--- config.mk ---
export PLATFORM = sky130hd
export DESIGN_NAME = naive_bus_arbiter2
export DESIGN_NICKNAME = d
export VERILOG_FILES = /design/src/rtl/naive_bus_arbiter2.sv
export SDC_FILE = /design/constraint.sdc
export NUM_CORES = 1
export LEC_CHECK = 0
export BUFFER_PORTS_ARGS = -buffer_cell sky130_fd_sc_hd__buf_2
export CAP_MARGIN = 10
export CORE_AREA = 2 2 166 168
export DETAILED_ROUTE_END_ITERATION = 7
export DIE_AREA = 0 0 168 170
export PLACE_DENSITY = 0.4
export SLEW_MARGIN = 20
export SYNTH_ARGS = -nofsm -noshare
export SYNTH_HDL_FRONTEND = slang
export SYNTH_SLANG_ARGS = --single-unit
--- constraint.sdc ---
create_clock -name clk -period 3.68 [get_ports clk]
set_clock_uncertainty 0.05 [all_clocks]
set_input_delay 0.184 -clock clk [delete_from_list [all_inputs] [get_ports clk]]
set_output_delay 0.184 -clock clk [all_outputs]
set_load 0.02 [all_outputs]
--- src/rtl/naive_bus_arbiter2.sv ---
// naive_bus_arbiter2 -- two-master to one-slave naive-bus arbiter.
//   Purpose : lets m0 (CPU data port) and m1 (UART ISP/debug master) share one
//             naive-bus slave. Ownership is held for exactly one transaction and
//             read data is routed back to the master whose read was granted.
//   Latency : one cycle of arbitration (IDLE -> OWNx), then requests and grants
//             pass combinationally; one IDLE cycle between transactions.
//   Backpressure : the slave's rd_gnt/wr_gnt pass straight to the owner; the
//             non-owner sees no grant and simply keeps requesting.
//   Config  : define NAIVE_ARB_FIXED_PRIO_EN for fixed priority (m0 always wins a
//             tie); otherwise round-robin on the last completed grant.
//   Ports   : clk, rst_n (async, active-low)
//             m0_* / m1_*  master-side naive bus (req/addr/be/data in, gnt/rd_data out)
//             s_*          slave-side naive bus (req/addr/be/data out, gnt/rd_data in)
//             o_owner      one-hot owner: 01 = m0, 10 = m1, 00 = idle
module naive_bus_arbiter2 (
   input  logic        clk,
   input  logic        rst_n,
   // master 0 (CPU data port)
   input  logic        m0_rd_req_i,
   input  logic [31:0] m0_rd_addr_i,
   input  logic [3:0]  m0_rd_be_i,
   output logic        m0_rd_gnt_o,
   output logic [31:0] m0_rd_data_o,
   input  logic        m0_wr_req_i,
   input  logic [31:0] m0_wr_addr_i,
   input  logic [31:0] m0_wr_data_i,
   input  logic [3:0]  m0_wr_be_i,
   output logic        m0_wr_gnt_o,
   // master 1 (UART ISP/debug)
   input  logic        m1_rd_req_i,
   input  logic [31:0] m1_rd_addr_i,
   input  logic [3:0]  m1_rd_be_i,
   output logic        m1_rd_gnt_o,
   output logic [31:0] m1_rd_data_o,
   input  logic        m1_wr_req_i,
   input  logic [31:0] m1_wr_addr_i,
   input  logic [31:0] m1_wr_data_i,
   input  logic [3:0]  m1_wr_be_i,
   output logic        m1_wr_gnt_o,
   // shared slave
   output logic        s_rd_req_o,
   output logic [31:0] s_rd_addr_o,
   output logic [3:0]  s_rd_be_o,
   input  logic        s_rd_gnt_i,
   input  logic [31:0] s_rd_data_i,
   output logic        s_wr_req_o,
   output logic [31:0] s_wr_addr_o,
   output logic [31:0] s_wr_data_o,
   output logic [3:0]  s_wr_be_o,
   input  logic        s_wr_gnt_i,
   // current owner
   output logic [1:0]  o_owner
);

   typedef enum logic [1:0] {
      ST_IDLE = 2'd0,
      ST_OWN0 = 2'd1,
      ST_OWN1 = 2'd2
   } state_t;

   state_t state_q, state_d;
   logic   rd_owner_q, rd_owner_d;   // master that owns the in-flight read data
   logic   req0, req1;
   logic   rd_done, txn_done;
   logic   tie_pick_m1;              // who wins when both request in IDLE

   assign req0 = m0_rd_req_i | m0_wr_req_i;
   assign req1 = m1_rd_req_i | m1_wr_req_i;

   // s_*_req_o are zero in IDLE, so these can only fire inside an ownership.
   assign rd_done  = s_rd_req_o & s_rd_gnt_i;
   assign txn_done = rd_done | (s_wr_req_o & s_wr_gnt_i);

`ifdef NAIVE_ARB_FIXED_PRIO_EN
   assign tie_pick_m1 = 1'b0;
`else
   logic last_grant_q, last_grant_d;

   // Only a completed transaction updates last_grant; an abandoned ownership
   // (owner dropped its request) leaves it alone.
   always_comb begin
      last_grant_d = last_grant_q;
      if (txn_done) begin
         if (state_q == ST_OWN0) last_grant_d = 1'b0;
         else if (state_q == ST_OWN1) last_grant_d = 1'b1;
      end
   end

   // Reset to 1 so that m0 wins the first tie.
   always_ff @(posedge clk or negedge rst_n) begin
      if (!rst_n) last_grant_q <= 1'b1;
      else        last_grant_q <= last_grant_d;
   end

   assign tie_pick_m1 = ~last_grant_q;
`endif

   // State register
   always_ff @(posedge clk or negedge rst_n) begin
      if (!rst_n) begin
         state_q    <= ST_IDLE;
         rd_owner_q <= 1'b0;
      end else begin
         state_q    <= state_d;
         rd_owner_q <= rd_owner_d;
      end
   end

   // Next-state logic
   always_comb begin
      state_d    = state_q;
      rd_owner_d = rd_owner_q;
      case (state_q)
         ST_IDLE: begin
            if (req0 && req1) state_d = tie_pick_m1 ? ST_OWN1 : ST_OWN0;
            else if (req0)    state_d = ST_OWN0;
            else if (req1)    state_d = ST_OWN1;
         end
         ST_OWN0: begin
            if (rd_done) rd_owner_d = 1'b0;
            if (txn_done || !req0) state_d = ST_IDLE;
         end
         ST_OWN1: begin
            if (rd_done) rd_owner_d = 1'b1;
            if (txn_done || !req1) state_d = ST_IDLE;
         end
         default: state_d = ST_IDLE;
      endcase
   end

   // Output logic: steer the owner onto the slave, grants back to the owner.
   always_comb begin
      s_rd_req_o  = 1'b0;
      s_rd_addr_o = 32'h0;
      s_rd_be_o   = 4'h0;
      s_wr_req_o  = 1'b0;
      s_wr_addr_o = 32'h0;
      s_wr_data_o = 32'h0;
      s_wr_be_o   = 4'h0;
      m0_rd_gnt_o = 1'b0;
      m0_wr_gnt_o = 1'b0;
      m1_rd_gnt_o = 1'b0;
      m1_wr_gnt_o = 1'b0;
      o_owner     = 2'b00;
      case (state_q)
         ST_OWN0: begin
            s_rd_req_o  = m0_rd_req_i;
            s_rd_addr_o = m0_rd_addr_i;
            s_rd_be_o   = m0_rd_be_i;
            s_wr_req_o  = m0_wr_req_i;
            s_wr_addr_o = m0_wr_addr_i;
            s_wr_data_o = m0_wr_data_i;
            s_wr_be_o   = m0_wr_be_i;
            m0_rd_gnt_o = s_rd_gnt_i;
            m0_wr_gnt_o = s_wr_gnt_i;
            o_owner     = 2'b01;
         end
         ST_OWN1: begin
            s_rd_req_o  = m1_rd_req_i;
            s_rd_addr_o = m1_rd_addr_i;
            s_rd_be_o   = m1_rd_be_i;
            s_wr_req_o  = m1_wr_req_i;
            s_wr_addr_o = m1_wr_addr_i;
            s_wr_data_o = m1_wr_data_i;
            s_wr_be_o   = m1_wr_be_i;
            m1_rd_gnt_o = s_rd_gnt_i;
            m1_wr_gnt_o = s_wr_gnt_i;
            o_owner     = 2'b10;
         end
         default: ;
      endcase
   end

   // Read data follows rd_owner, not the current state, so data returning one
   // cycle after a grant reaches the right master even if ownership moved on.
   assign m0_rd_data_o = rd_owner_q ? 32'h0 : s_rd_data_i;
   assign m1_rd_data_o = rd_owner_q ? s_rd_data_i : 32'h0;

endmodule

==> reports/metrics.csv, run 1 <==
stage,metric,value,unit
synth,synth_fa_ha_area_share,2.57,%
clock_network,htree_levels,1,
clock_network,cts_resized,0,
floorplanning,die_area,28600,um^2
finish,drive_gt1_share,59.4,%
placed_design,port_buffers,423,
clock_network,cts_tree,yes,
worst_setup_path,cp_top_family,adder cells,
global_routing,grt_max_degree,48,
floorplanning,pin_count,424,
worst_setup_path,path_buf_inv,3,
floorplanning,die_w,168,um
clock_network,worstSkewPairLatency,0.23,ns
finish,fin_nets,1007,
route,drt-initial-drc-count,154,
worst_setup_path,cpPeakStageDelay,0.79,ns
placed_design,place_hpwl,12800,um
finish,area_delta_synth_final,105,%
synth,synth_cell_types,28,
route,dr.pass1.iters,4,
floorplanning,start_util,9.14,%
route,wl,15200,um
hold_path,min-delay-path-class,input port to asynchronous set/reset pin,
pwr,p_leak,0.00269,uW
route,wire_per_inst,13.9,um
synth,yosys-top-cells-area,"nor2b_1 33%, a22oi_1 32%, and2_1 9.2%, buf_2 4.3%, and2b_1 3.4%",
global_routing,grt_pass1_wl,21800,um
sta,fmax,387,MHz
synth,yosysTopAreaCell,nor2b_1,
sta,layout_min_cycle_time,2.59,ns
synth,synth.area.mux_share,0,%
worst_setup_path,crit_path_start_kind,flop,
sta,setup_tns,0,ns
worst_setup_path,worst_setup_path_end_kind,output port,
worst_setup_path,crit_slowest_cell,ha_2,
sta,hold_viol,0,
worst_setup_path,critical_path_class,flop to output port,
synth,synth_top_family_by_area,simple AND/OR/NAND/NOR gates,
finish,post-route-util,18.8,%
sta,fin_crit_sh,70.3,%
floorplanning,row_count,60,
synth,synth_seq_cells,4,
floorplanning,core-area,26700,um^2
sta,worstMarginPinSlew,0.663,ns
status,status,"complete, no violations",
synth,synth_top_area_share,32.6,%
synth,yosysWarnings,0,
worst_setup_path,crit_fanout,38,
synth,syn_nets,608,
clock_network,cts_buffer_depth,2,
finish,diodes,0,
clock_network,clkTransAtPathRegs,0.03,ns
placed_design,globalplace.congestion,0.748,
pwr,power,3270,uW
floorplanning,chipHeight,170,um
global_routing,grt.total_usage,9.56,%
synth,yosysSeqAreaShare,4.16,%
worst_setup_path,critical_path_required,3.45,ns
synth,postSynthAreaPerCell,6.86,um^2
flow_run,drv_cap,0,
global_routing,overflow,0,
global_routing,antenna_found_initial,0,
synth,synthSimpleGateAreaFrac,46.5,%
route,via_per_inst,3.82,
clock_network,root_buffer,clkbuf_16,
finish,fill_cells,3068,
route,vias,4181,
pwr,ir_drop,0.000224,V
worst_setup_path,worstPathArrival,2.35,ns
synth,synth_compound_area_share,37.4,%
clock_network,clock-sinks,4,
sta,setup_violations,0,
worst_setup_path,crit_chain,inv_1 -> ha_2 -> buf_4 -> nor2b_1 -> buf_2,
synth,synth_xor_area_share,0,%
route,drcViolationCount,0,
sta,slew_headroom,55.8,%
synth,syn_area,2430,um^2
sta,finalMaxSlewViolations,0,
global_routing,grt_pass1_vias,3988,
sta,rsz0062_at_grt,false,
route,antenna_left,0,
clock_network,cts_buffers,3,
synth,synthCells,355,
pwr,p_per_area,654,nW/um^2
worst paths after layout:
path                         startpoint        endpoint  depth (start not counted)  slack (ns)
max                          state_q[0]  s_wr_data_o[3]                          5        1.09
min                               rst_n      state_q[0]                          2        0.26
max reg2reg                  state_q[0]      state_q[1]                          6        1.32
min reg2reg                last_grant_q    last_grant_q                          2        0.46
max in group asynchronous         rst_n    last_grant_q                          2        3.11
min in group clk            m0_rd_req_i      state_q[1]                          4        0.37
registers in the layout, indices dropped and copies added (netlist names):
| signal | flops |
|---|---|
| last_grant_q | 1 |
| rd_owner_q | 1 |
| state_q | 2 |
stage by stage:
step	hold slack [ns]	setup slack [ns]	instance area, um^2	cells
finish	0.257	1.09	5000	1094
global route	0.284	0.808	5000	1094
CTS	0.268	0.989	5000	1094
detailed placement	-0.0491	1.23	4910	1089
global placement	-0.0437	1.30	4910	1089
floorplan	-0.162	1.88	2430	355
power by group:
group	switching, uW	internal (uW)
sequential	30.8	64.2
combinational	1810	1180
clock	34.6	143
area by class of cell:
class / count / area [um^2] / area share, %
inverter: 3 / 11.3 / 0.225
sequential: 4 / 101 / 2.03
clock buffer: 4 / 78.8 / 1.58
multi-input combinational: 305 / 2130 / 42.6
tap: 341 / 427 / 8.54
timing repair buffer: 437 / 2250 / 45.0
synth_stat cells:
master and count:
o21ai_0 1, and2b_1 11, o21ai_1 1, o22ai_1 2, nor2_1 4, a22oi_1 104, o21a_1 1, dfrtp_1 3
a2bb2oi_1 2, a22oi_4 1, clkbuf_2 1, o22a_1 1, nor2b_1 127, a21oi_2 1, inv_1 3, a21oi_1 2
and2_1 36, buf_6 1, buf_4 6, a21o_1 1, a22oi_2 1, o22ai_2 1, dfstp_2 1, ha_1 5
nand2_1 2, buf_2 21, clkbuf_1 14, or2_1 1
kinds of logic (layout without fill, tap and decap cells):
group                    Yosys count  count (layout)
AO/OA/AOI/OAI                    119             119
adder cells (fa/ha/maj)            5               5
AND/OR/NAND/NOR                  181             181
flip-flops                         4               4
buffers and inverters             46             444
layout by cell type (no fill, tap or decap), drive strengths merged:
master / n
inv: 3
dfstp: 1
nand2: 2
buf: 436
or2: 1
a22oi: 106
a21oi: 3
nor2: 4
ha: 5
a21o: 1
o21ai: 2
and2: 36
a2bb2oi: 2
o22a: 1
o21a: 1
dlygate4sd3: 1
nor2b: 127
and2b: 11
clkbuf: 4
dfrtp: 3
o22ai: 3
worst register-to-register path, cell delays in order, from the launching register on:
cell,delay [ns]
dfrtp_1,0.40
inv_1,0.14
ha_2,0.79
nand2_1,0.18
o22ai_2,0.31
a2bb2oi_1,0.25
o22ai_1,0.11
per-layer routing:
metal	GRT usage (%)	share of wire, %
met1	12.0	42
met2	17.9	52
met3	1.42	6.1
met4	0.756	0.24
met5	0	0
timing repair:
action	CTS	global route
buffers inserted	0	0
hold buffers	1	0
endpoints found under the hold margin	4	0
No activity file was read; power rests on OpenSTA's default activity.
==> inputs of run 2 (changes only) <==
--- a/config.mk
+++ b/config.mk
@@ -5,6 +5,7 @@
 export SDC_FILE = /design/constraint.sdc
 export NUM_CORES = 1
 export LEC_CHECK = 0
+export ABC_AREA = 1
 export BUFFER_PORTS_ARGS = -buffer_cell sky130_fd_sc_hd__buf_2
 export CAP_MARGIN = 10
 export CORE_AREA = 2 2 166 168
==> constraint.sdc (replaced) <==
create_clock -name clk -period 2.39 [get_ports clk]
set_clock_uncertainty 0.05 [all_clocks]
set_input_delay 0.1195 -clock clk [delete_from_list [all_inputs] [get_ports clk]]
set_output_delay 0.1195 -clock clk [all_outputs]
set_load 0.02 [all_outputs]
==> run 2 against run 1 <==
Compared with the run above:
- setup slack got worse by 0.92 ns
- wire length increased by 36%
- sequential share of layout area about the same
- first-iteration DRC count increased by 9.1%
- register-to-register slack got worse by 0.85 ns
- largest power group unchanged
- clock-buffer cell count unchanged
- worst hold slack got worse by 0.067 ns
- die area unchanged
- via count increased by 15%
- clock power increased by 57%
- non-clock buffer count decreased by 3
- global-route usage increased by 3.7 points
==> reports/metrics.csv, run 2 <==
stage,metric,value,unit
placed_design,globalplace.congestion,0.814,
sta,worstMarginPinSlew,0.615,ns
finish,area_delta_synth_final,107,%
synth,postSynthAreaPerCell,4.46,um^2
pwr,clockPowerShare,6.0,%
global_routing,grt_pass1_wl,28700,um
floorplanning,core-area,26700,um^2
worst_setup_path,critical_path_class,flop to output port,
sta,fmax,451,MHz
floorplanning,pin_count,424,
placed_design,port_buffers,423,
finish,largest_reg_flops,2,
floorplanning,die_w,168,um
sta,finalMaxSlewViolations,0,
placed_design,place_hpwl,18200,um
worst_setup_path,crit_fanout,48,
pwr,power.internal,1610,uW
global_routing,overflow,0,
worst_setup_path,crit_path_start_kind,flop,
synth,yosysTopAreaCell,nand2_1,
finish,top_regs,"state_q: 2 flops, last_grant_q: 1 flops, rd_owner_q: 1 flops",
clock_network,root_buffer,clkbuf_16,
floorplanning,chipHeight,170,um
synth,async_reset_ff_share,100,%
sta,layout_min_cycle_time,2.22,ns
floorplanning,row_count,60,
sta,setup_violations,0,
pwr,p_seq_share,2.7,%
clock_network,cts_buffer_depth,2,
synth,yosysWarnings,0,
route,wire_per_inst,16.2,um
sta,hold_viol,0,
pwr,combPwrFrac,91.3,%
clock_network,cts_buffers,3,
synth,yosysMostFrequentCell,nand2_1,
worst_setup_path,critical_path_required,2.22,ns
floorplanning,die_area,28600,um^2
global_routing,grt_max_degree,66,
sta,setup_tns,0,ns
finish,layout_commonest_cell,buf_2,
route,wl,20700,um
clock_network,clock-sinks,4,
route,drt-initial-drc-count,168,
clock_network,htree_levels,1,
pwr,ir_drop,0.000345,V
finish,layout_common_cells,"423 x buf_2, 258 x nand2_1, 107 x a21oi_1",
route,antenna_left,0,
synth,syn_area,2400,um^2
synth,yosysSeqAreaShare,4.22,%
synth,ys.flop_type,dfrtp_1,
pwr,p_leak,0.00314,uW
route,dr.pass1.iters,6,
global_routing,grt.total_usage,13.3,%
sta,fin_crit_sh,92.8,%
synth,synth_top_area_share,40.4,%
flow_run,drv_cap,0,
global_routing,grt_pass1_vias,4666,
synth,synth_seq_cells,4,
synth,synthCells,538,
route,via_per_inst,3.78,
pwr,power_switching_share,65.2,%
global_routing,antenna_found_initial,7,
clock_network,cts_resized,0,
finish,drive_gt1_share,47.3,%
pwr,p_per_area,929,nW/um^2
clock_network,cts_tree,yes,
synth,yosys-top-cells-count,"258 x nand2_1, 107 x a21oi_1, 72 x inv_1, 38 x nor2_1, 25 x buf_2",
clock_network,worstSkewPairLatency,0.23,ns
clock_network,clkTransAtPathRegs,0.03,ns
synth,syn_nets,791,
route,drcViolationCount,0,
floorplanning,start_util,9.00,%
worst_setup_path,worstPathArrival,2.05,ns
synth,synth_cell_types,18,
pwr,p_sw,3010,uW
sta,hold_slack,0.190,ns
finish,fin_nets,1188,
status,status,"complete, no violations",
synth,yosys-top-cells-area,"nand2_1 40%, a21oi_1 22%, inv_1 11%, nor2_1 5.9%, buf_2 5.2%",
finish,largest_register,state_q,
route,vias,4827,
sta,rsz0062_at_grt,false,
synth,synth_edf_count,0,
sta,slew_headroom,59.0,%
hold_path,min-delay-path-class,input port to asynchronous set/reset pin,
worst_setup_path,worst_setup_path_end_kind,output port,
==> run 2: cell count changes after synthesis, moves of 8 or more <==
cell	delta
a21oi_1	+105
a22oi_1	-104
and2_1	-36
and2b_1	-11
clkbuf_1	-8
inv_1	+69
nand2_1	+256
nor2_1	+34
nor2b_1	-127
==> run 2: final cells by class <==
type,instances,area (um^2)
Antenna cell,1,2.50
Inverter,73,277
Timing Repair Buffer,434,2290
Sequential cell,4,103
Tap cell,341,427
Multi-Input combinational cell,419,1800
Clock buffer,4,78.8
Fill cell,3172,21700
==> run 2: worst max-delay path: stages (launching register included) <==
cell     delay [ns]
dfrtp_1        0.43
inv_1          0.13
ha_1           0.37
inv_4          0.30
buf_12         0.27
a21oi_1        0.09
buf_2          0.17
==> run 2: logic make-up after synthesis <==
kind of cell               Yosys count  share of synthesized area, %
DFF                                  4                          4.22
and+or+nand+nor                    303                          47.8
buffers and inverters              115                          22.0
adders and majority gates            5                          2.61
AOI/OAI and AO/OA                  111                          23.5
==> run 2: worst paths after layout <==
kind,startpoint,to,slack (ns),depth (start not counted)
worst min register to register,last_grant_q,last_grant_q,0.45,2
worst max register to register,state_q[0],state_q[0],0.47,10
min in group clk,s_wr_gnt_i,last_grant_q,0.23,4
worst min-delay path,rst_n,rd_owner_q,0.19,2
max in group asynchronous,rst_n,last_grant_q,1.88,2
worst max-delay path,state_q[0],s_wr_data_o[15],0.17,6
==> run 2: timing repair <==
item                      4_1_cts  5_1_grt
setup buffers                   0        0
hold endpoints to repair        4        0
hold buffers                    1        0
==> run 2: metal layers <==
| metal | GRT usage [%] | part of all wire, % |
|---|---|---|
| met1 | 15.4 | 40 |
| met2 | 24.9 | 50 |
| met3 | 3.70 | 9.6 |
| met4 | 1.29 | 0.82 |
| met5 | 0 | 0.063 |
==> run 2: stage by stage <==
stage / area (um^2) / worst slack, ns / util (%) / total power [uW] / std cells
floorplan: 2400 / 0.718 / - / 2760 / 538
global placement: 4880 / 0.363 / 18.3 / 4460 / 1270
detailed placement: 4880 / 0.331 / 18.3 / 4430 / 1270
CTS: 4970 / 0.0835 / 18.7 / 4730 / 1275
global route: 4970 / 0.0430 / 18.7 / 5030 / 1275
finish: 4970 / 0.172 / 18.7 / 4620 / 1276
==> run 2: power by group through the flow <==
stage	clock [uW]	combinational, uW	sequential (uW)
floorplan	0	2640	115
global placement	0	4330	124
detailed placement	0	4300	126
CTS	284	4320	125
global route	290	4610	130
finish	279	4220	125
==> inputs of run 3 (changes only) <==
--- a/config.mk
+++ b/config.mk
@@ -8,10 +8,10 @@
 export ABC_AREA = 1
 export BUFFER_PORTS_ARGS = -buffer_cell sky130_fd_sc_hd__buf_2
 export CAP_MARGIN = 10
-export CORE_AREA = 2 2 166 168
+export CORE_AREA = 2 2 165 167
 export DETAILED_ROUTE_END_ITERATION = 7
-export DIE_AREA = 0 0 168 170
-export PLACE_DENSITY = 0.4
+export DIE_AREA = 0 0 167 169
+export PLACE_DENSITY = 0.41
 export SLEW_MARGIN = 20
 export SYNTH_ARGS = -nofsm -noshare
 export SYNTH_HDL_FRONTEND = slang
==> constraint.sdc (replaced) <==
create_clock -name clk -period 1.9 [get_ports clk]
set_clock_uncertainty 0.05 [all_clocks]
set_input_delay 0.095 -clock clk [delete_from_list [all_inputs] [get_ports clk]]
set_output_delay 0.095 -clock clk [all_outputs]
set_load 0.02 [all_outputs]
==> run 3 against run 2 <==
Compared with the run above:
- sequential power grew 46%
- highest routed layer unchanged
- final area rose by 17%
- sequential share of layout area is 0.30 points lower
==> reports/metrics.csv, run 3 (synthesized netlist as in run 2, its figures left out) <==
stage,metric,value,unit
worst_setup_path,crit_fanout,13,
clock_network,worstSkewPairLatency,0.22,ns
finish,layout_common_cells,"359 x buf_2, 254 x nand2_1, 73 x buf_4",
pwr,clockPowerShare,4.5,%
pwr,ir_drop,0.000651,V
pwr,p_seq_share,2.4,%
floorplanning,chipHeight,169,um
clock_network,htree_levels,1,
clock_network,cts_buffers,3,
sta,finalMaxSlewViolations,0,
pwr,p_sw,4450,uW
floorplanning,core-area,26500,um^2
finish,fill_cells,3116,
worst_setup_path,cpPeakStageDelay,0.37,ns
sta,hold_slack,0.157,ns
sta,layout_min_cycle_time,1.86,ns
worst_setup_path,cpMostUsedCell,buf_12,
route,wire_per_inst,16.6,um
sta,slew_headroom,62.8,%
finish,multiInputGateArea,1960,um^2
pwr,p_leak,0.00340,uW
worst_setup_path,worst_setup_path_end_kind,output port,
sta,fmax,537,MHz
worst_setup_path,crit_path_start_kind,flop,
route,via_per_inst,3.83,
sta,setup_violations,0,
clock_network,cts_tree,yes,
finish,layout_commonest_cell,buf_2,
worst_setup_path,worstPathArrival,1.72,ns
floorplanning,die_w,167,um
global_routing,overflow,0,
finish,seq_area,103,um^2
sta,rsz0062_at_grt,true,
worst_setup_path,crit_slowest_cell,dfrtp_1,
worst_setup_path,path_buf_inv,5,
flow_run,drv_cap,0,
pwr,power_switching_share,58.5,%
route,vias,5023,
clock_network,clkTransAtPathRegs,0.03,ns
floorplanning,row_count,60,
global_routing,antenna_found_initial,5,
finish,largest_reg_flops,2,
status,status,"complete, no violations",
global_routing,grt.total_usage,12.6,%
route,drt-initial-drc-count,158,
hold_path,min-delay-path-class,input port to asynchronous set/reset pin,
floorplanning,die_area,28200,um^2
finish,fin_nets,1224,
global_routing,grt_max_degree,85,
finish,area_delta_synth_final,143,%
finish,top_regs,"state_q: 2 flops, last_grant_q: 1 flops, rd_owner_q: 1 flops",
placed_design,port_buffers,423,
worst_setup_path,crit_start,state_q[1],
worst_setup_path,r2r_start,state_q[1],
pwr,power.internal,3150,uW
route,drcViolationCount,0,
sta,setup_tns,0,ns
route,dr.pass1.iters,4,
placed_design,place_hpwl,16400,um
sta,hold_viol,0,
route,antenna_left,0,
floorplanning,start_util,9.06,%
clock_network,root_buffer,clkbuf_16,
worst_setup_path,critical_path_class,flop to output port,
worst_setup_path,cp_top_family,buffers and inverters,
clock_network,cts_buffer_depth,2,
finish,drive_gt1_share,54.0,%
placed_design,globalplace.congestion,0.793,
sta,fin_crit_sh,98.0,%
worst_setup_path,critical_path_required,1.75,ns
clock_network,clock-sinks,4,
pwr,combPwrFrac,93.1,%
global_routing,grt_pass1_vias,4825,
route,wl,21700,um
finish,diodes,0,
pwr,p_per_area,1310,nW/um^2
global_routing,grt_pass1_wl,27800,um
finish,largest_register,state_q,
sta,worstMarginPinSlew,0.558,ns
floorplanning,pin_count,424,
worst_setup_path,crit_chain,inv_2 -> buf_4 -> ha_4 -> buf_12 -> buf_12 -> nand2_2 -> a21oi_2 -> buf_6,
-- run 3: cell types whose count changed in the layout (fill, tap and decap cells not counted), moves of 19 or more --
cell,change
buf_4,+70
buf_2,-64
a21oi_1,-38
a21oi_2,+37
buf_6,+19
-- run 3: timing repair --
action / CTS / global route
buffers inserted: 7 / 8
resized for setup: 48 / 94
hold buffers: 1 / 0
setup endpoints to repair: 51 / 106
cloned: 3 / 7
hold endpoints to repair: 4 / 0
pin swaps: 3 / 12
-- run 3: path summary, 6_finish.rpt --
check                                 endpoint  slack, ns  cells after the start
max in group asynchronous         last_grant_q       1.44                      2
min in group clk                  last_grant_q       0.24                      4
worst max register to register      state_q[0]       0.15                     11
worst min register to register    last_grant_q       0.46                      2
worst min-delay path                state_q[1]       0.16                      2
worst max-delay path            s_wr_data_o[1]       0.04                      8
-- run 3: routing by layer --
| metal | up-vias | part of all wire (%) | GRT usage (%) |
|---|---|---|---|
| met5 | - | 0.097 | 0 |
| met4 | 4 | 0.87 | 1.42 |
| met3 | 20 | 7.3 | 2.24 |
| met2 | 293 | 51 | 23.7 |
| met1 | 2212 | 41 | 15.5 |
| li1 | 2494 | - | - |
-- run 3: layout make-up --
type | count | area share (%)
Clock buffer | 4 | 1.35
Inverter | 73 | 4.84
Multi-Input combinational cell | 419 | 33.7
Sequential cell | 4 | 1.76
Tap cell | 341 | 7.33
Timing Repair Buffer | 470 | 51.0
-- run 3: stage by stage --
| stage | std cells | power, uW | cell area, um^2 | worst slack, ns | util [%] |
|---|---|---|---|---|---|
| 5_1_grt | 1311 | 8170 | 5820 | -0.0421 | 22.0 |
| 6_report | 1311 | 7600 | 5820 | 0.0383 | 22.0 |
| 3_3_place_gp | 1283 | 5590 | 4980 | 0.0784 | 18.8 |
| 4_1_cts | 1297 | 6520 | 5350 | -0.0461 | 20.2 |
| 3_5_place_dp | 1283 | 5560 | 4980 | 0.0841 | 18.8 |
| 2_1_floorplan | 538 | 3470 | 2400 | 0.252 | - |
-- run 3: power groups by stage --
stage | Combinational, uW | Clock (uW) | Sequential (uW)
after floorplan | 3320 | 0 | 144
after global placement | 5400 | 0 | 184
after detailed placement | 5380 | 0 | 181
after CTS | 6000 | 342 | 182
after global routing | 7620 | 353 | 193
final | 7080 | 338 | 183
